$ cat src/rtl/lsu_issue.sv
// In-order issue buffer between dispatch and the LSU: a small FIFO of packed
// execution parameters, with store issue gated on commit credits and fences held until the LSU drains.

`ifndef LSU_EXEPARAM_DW
`define LSU_EXEPARAM_DW 32
`endif

module lsu_issue #(
  parameter int DW = `LSU_EXEPARAM_DW,
  parameter int DP = 4,
  parameter int AW = 2
) (
  input  logic          CLK,
  input  logic          RST,
  input  logic          dispat_vaild,
  output logic          dispat_ready,
  input  logic [DW-1:0] dispat_param,
  input  logic          commit_store_vaild,
  output logic          lsu_exeparam_vaild,
  input  logic          lsu_exeparam_ready,
  output logic [DW-1:0] lsu_exeparam,
  input  logic          lsu_writeback_vaild,
  input  logic          flush
);

  typedef struct packed {
    logic [DW-1:0] param;
    logic          is_store;
    logic          is_fence;
  } entry_t;

  entry_t      mem [DP];
  entry_t      head;
  entry_t      incoming;
  logic [AW:0] wr_ptr;
  logic [AW:0] rd_ptr;
  logic [1:0]  scred;
  logic [1:0]  outs;
  logic        full;
  logic        empty;
  logic        eligible;
  logic        push;
  logic        issue;
  logic        store_issue;

  // Opcode one-hots sit at the top of the parameter: sb..sd, then fence_i, fence.
  assign incoming.param    = dispat_param;
  assign incoming.is_store = |dispat_param[DW-8 -: 4];
  assign incoming.is_fence = |dispat_param[DW-12 -: 2];

  assign empty = (wr_ptr == rd_ptr);
  assign full  = (wr_ptr[AW] != rd_ptr[AW]) && (wr_ptr[AW-1:0] == rd_ptr[AW-1:0]);
  assign head  = mem[rd_ptr[AW-1:0]];

  always_comb begin
    // NOTE: default first so every path assigns eligible and no latch is inferred.
    eligible = 1'b0;
    if (!empty && !flush) begin
      if (head.is_fence)      eligible = (outs == 2'd0);
      else if (head.is_store) eligible = (scred != 2'd0) && (outs != 2'd3);
      else                    eligible = (outs != 2'd3);
    end
  end

  assign dispat_ready       = ~full;
  assign lsu_exeparam_vaild = eligible;
  assign lsu_exeparam       = empty ? '0 : head.param;

  assign push        = dispat_vaild & dispat_ready & ~flush & ~RST;
  assign issue       = eligible & lsu_exeparam_ready & ~RST;
  assign store_issue = issue & head.is_store;

  // NOTE: payload storage has no reset; it is only observed through the head while non-empty.
  always_ff @(posedge CLK) begin
    if (push) mem[wr_ptr[AW-1:0]] <= incoming;
  end

  // NOTE: sequential state uses non-blocking assignments so every update sees pre-edge values.
  always_ff @(posedge CLK) begin
    if (RST) begin
      wr_ptr <= '0;
      rd_ptr <= '0;
      scred  <= 2'd0;
      outs   <= 2'd0;
    end else begin
      if (flush) begin
        // The LSU drops flushed writebacks, so outstanding work is forgotten too.
        wr_ptr <= '0;
        rd_ptr <= '0;
        outs   <= 2'd0;
      end else begin
        if (push)  wr_ptr <= wr_ptr + 1'b1;
        if (issue) rd_ptr <= rd_ptr + 1'b1;
        case ({issue, lsu_writeback_vaild})
          2'b10:   outs <= outs + 2'd1;
          2'b01:   outs <= outs - 2'd1;
          default: outs <= outs;
        endcase
      end
      // Credits survive a flush: committed stores must still reach memory.
      case ({commit_store_vaild, store_issue})
        2'b10:   scred <= scred + 2'd1;
        2'b01:   scred <= scred - 2'd1;
        default: scred <= scred;
      endcase
    end
  end

endmodule

$ cat config.mk
export PLATFORM = sky130hd
export DESIGN_NAME = lsu_issue
export DESIGN_NICKNAME = d
export VERILOG_FILES = /design/src/rtl/lsu_issue.sv
export SDC_FILE = /design/constraint.sdc
export NUM_CORES = 1
export LEC_CHECK = 0
export CORE_MARGIN = 2
export CORE_UTILIZATION = 49
export CTS_BUF_LIST = sky130_fd_sc_hd__clkbuf_16
export DETAILED_ROUTE_END_ITERATION = 6
export GPL_TIMING_DRIVEN = 0
export PLACE_DENSITY = 0.72
export REMOVE_ABC_BUFFERS = 1
export SLEW_MARGIN = 20
export SYNTH_ARGS = -nofsm -noshare
export SYNTH_HDL_FRONTEND = slang
export SYNTH_SLANG_ARGS = --single-unit
$ cat constraint.sdc
create_clock -name CLK -period 2.7 [get_ports CLK]
set_input_delay 0.405 -clock CLK [delete_from_list [all_inputs] [get_ports CLK]]
set_output_delay 0.405 -clock CLK [all_outputs]
set_load 0.005 [all_outputs]
==> metrics.cfg <==
[run_status]
status = completed

[sta]
min_period_ns = 2.60
worst_pin_slew_ns = 0.489
skew_ns = 0.00644
rsz0062_at_grt = no
slew_violations = 0
period_share = 0.964
setup_slack_ns = 0.0976
setup_violations = 0
timing.fmax_mhz = 384
relSlewSlack = 0.674
hold_viol = 0
hold_slack_ns = 0.512

[final_layout]
final_util = 0.653
num_antenna_cells = 0
fillers = 810
drive_gt1_frac = 0.219
finalNonFillerCells = 544
syn_to_final_growth_pct = 28.9
fin_area_sq_um = 7560
fin_nets = 435

[logic_synthesis]
synth-seq-cells = 148
synthCells = 297
synth_warnings = 0
ys.flop_type = edfxtp_1
synth_edf_count = 136
avgSynthCellArea_sq_um = 19.7
syn_area_sq_um = 5860
post_synth_num_cell_types = 36
async_flop_share = 0
yosysSeqAreaShare = 0.738

[place]
dpl-instance-area_sq_um = 6890
post-place-ws_ns = -0.105
portBuffers = 72
gp_congestion = 0.700
dp_cells = 507
hpwl_mm = 6.18

[cts]
htree_levels = 4
clock_tree.root_cell = clkbuf_16
clk_pin_slew_worst_paths_ns = 0.06
cts.sinks = 148
cts_tree = done
cts_buffers = 17
worst_skew_pair.late_latency_ns = 0.41
clockBufferDepth = 2

[floorplanning]
dieArea_sq_um = 12900
die-width_microns = 113
start_util = 0.507
die_y_microns = 113
ios = 73
core_region_area_sq_um = 11600
rows = 39

[routing]
ant_nets = 0
drc = 0
drtIter0Drc = 227
routedWlPerCell_microns = 19.0
vias_per_cell = 5.48
vias = 2983
drt_pass1_iterations = 4
wirelength_mm = 10.3

[grt]
grt_max_degree = 26
grt_use_total = 0.174
grt_antenna_before_repair = 0
overflow = 0
grt_pass1_vias = 3115
grt_pass1_wl_mm = 16.3

[power]
p_clk_frac = 0.445
p_leak_uw = 0.00245
p_sw_frac = 0.191
ir_worst_vdd_mv = 0.372
netSwitchingPower_uw = 973
seqPwrFrac = 0.499
p_int_uw = 4120
comb_power_share = 0.056
p_per_area_nw_per_um2 = 674

[setup_path]
r2r_cells = 10
r2r_slack_ns = 0.23
arrival_ns = 2.20
crit_required_ns = 2.30
start_kind = flop
worstSetupPathType = flop to output pin
critPathMaxFanout = 3
end_kind = output pin
reg2reg_to = scred[1]$_SDFFE_PP0P_

[worst_hold_path]
hold_start = rd_ptr[2]$_SDFFE_PP0P_
hold_end = rd_ptr[2]$_SDFFE_PP0P_
min_path_cells = 1
worst_hold_path_type = flop to flop

[flow_run]
max_cap_viol_count = 0

## metal layers
layer / routed length (microns) / global-route usage
met1: 4600 / 0.224
met2: 5120 / 0.278
met3: 468 / 0.0510
met4: 141 / 0.0732
met5: 0 / 0
## through the flow
| stage | setup TNS [ns] | power [uW] |
|---|---|---|
| floorplan | -3.30 | 2690 |
| global placement | -169.61 | 2840 |
| detailed placement | -1.80 | 2860 |
| CTS | 0 | 5140 |
| global route | 0 | 5250 |
| finish | 0 | 5090 |
## placed cells by master (no fill, tap or decap), types with 2 or more instances in the layout
cell type / Yosys / layout
buf_16: 0 / 5
o21ai_0: 3 / 3
inv_1: 5 / 5
clkinv_1: 0 / 5
buf_12: 0 / 4
clkinvlp_4: 0 / 2
or3_1: 3 / 3
edfxtp_1: 136 / 136
nand3_1: 2 / 2
dfxtp_1: 12 / 10
buf_4: 0 / 4
nor2b_1: 32 / 32
mux4_2: 32 / 32
clkbuf_16: 0 / 17
bufinv_16: 0 / 3
clkdlybuf4s50_1: 0 / 72
dfxtp_4: 0 / 2
a21oi_1: 3 / 3
xnor2_1: 7 / 6
ha_1: 7 / 7
mux2i_1: 8 / 7
clkinv_2: 0 / 4
xor2_1: 3 / 3
nand2_1: 6 / 6
nor2_1: 6 / 6
and2_2: 0 / 4
## synth_stat cells (all sizes together), types with 2 or more instances
master,n,area (sq um)
and2,4,25.0
clkbuf,6,22.5
nor2,6,22.5
buf,6,35.0
ha,7,87.6
nand2,7,33.8
xor2,3,26.3
inv,5,18.8
or3,3,18.8
nand3,3,20.0
xnor2,7,61.3
dfxtp,12,240
mux2,2,26.3
nor2b,32,200
edfxtp,136,4080
o21ai,3,15.0
mux4,32,721
a21oi,3,15.0
mux2i,8,80.1
or2,2,12.5
## power by group through the flow
stage	sequential (uW)	combinational, uW	clock [uW]
floorplan	2590	101	0
global placement	2600	247	0
detailed placement	2590	274	0
CTS	2540	287	2310
global route	2540	306	2410
finish	2540	284	2270
## area by class of cell
type	instances	area (sq um)	area share
Multi-Input combinational cell	132	1490	0.197
Sequential cell	148	4330	0.573
Inverter	5	18.8	0.00248
Clock inverter	14	144	0.0190
Tap cell	143	179	0.0237
Timing Repair Buffer	85	968	0.128
Clock buffer	17	425	0.0563
## state kept, by name (all words and copies together) (netlist names), named ones only
signal  flops
wr_ptr      3
scred       2
mem       136
outs        2
rd_ptr      3
## kinds of logic (layout without fill, tap and decap cells)
group,count (synthesis),after routing,synth area share
DFF,148,148,0.738
and+or+nand+nor,61,61,0.0619
muxes,42,42,0.141
buffers and inverters,17,121,0.0130
AOI/OAI and AO/OA,12,12,0.0164
xor gates and xnor gates,10,10,0.0149
adders and majority gates,7,7,0.0149
## worst max-delay path, cell delays in order, from the launching register on
cell and delay (ns):
dfxtp_4 0.37, buf_4 0.15, mux2i_1 0.27, o221ai_2 0.16
a211oi_4 0.29, clkdlybuf4s50_1 0.55
## repair_timing
| action | in CTS | in global routing |
|---|---|---|
| hold endpoints to repair | 0 | 0 |
| setup buffers | 4 | 1 |
| pin swaps | 2 | 0 |
| setup endpoints to repair | 28 | 6 |
| cloned | 1 | 0 |
| gates resized for setup | 5 | 1 |
| hold buffers | 0 | 0 |
## worst max-delay path by stage
stage,startpoint,endpoint
after global routing,flop,lsu_exeparam_vaild
after floorplan,flop,scred[1]$_SDFFE_PP0P_
final,flop,lsu_exeparam_vaild
after CTS,flop,lsu_exeparam_vaild
after detailed placement,flop,scred[1]$_SDFFE_PP0P_
after global placement,flop,scred[1]$_SDFFE_PP0P_
Power figures use the tool's default switching activity.
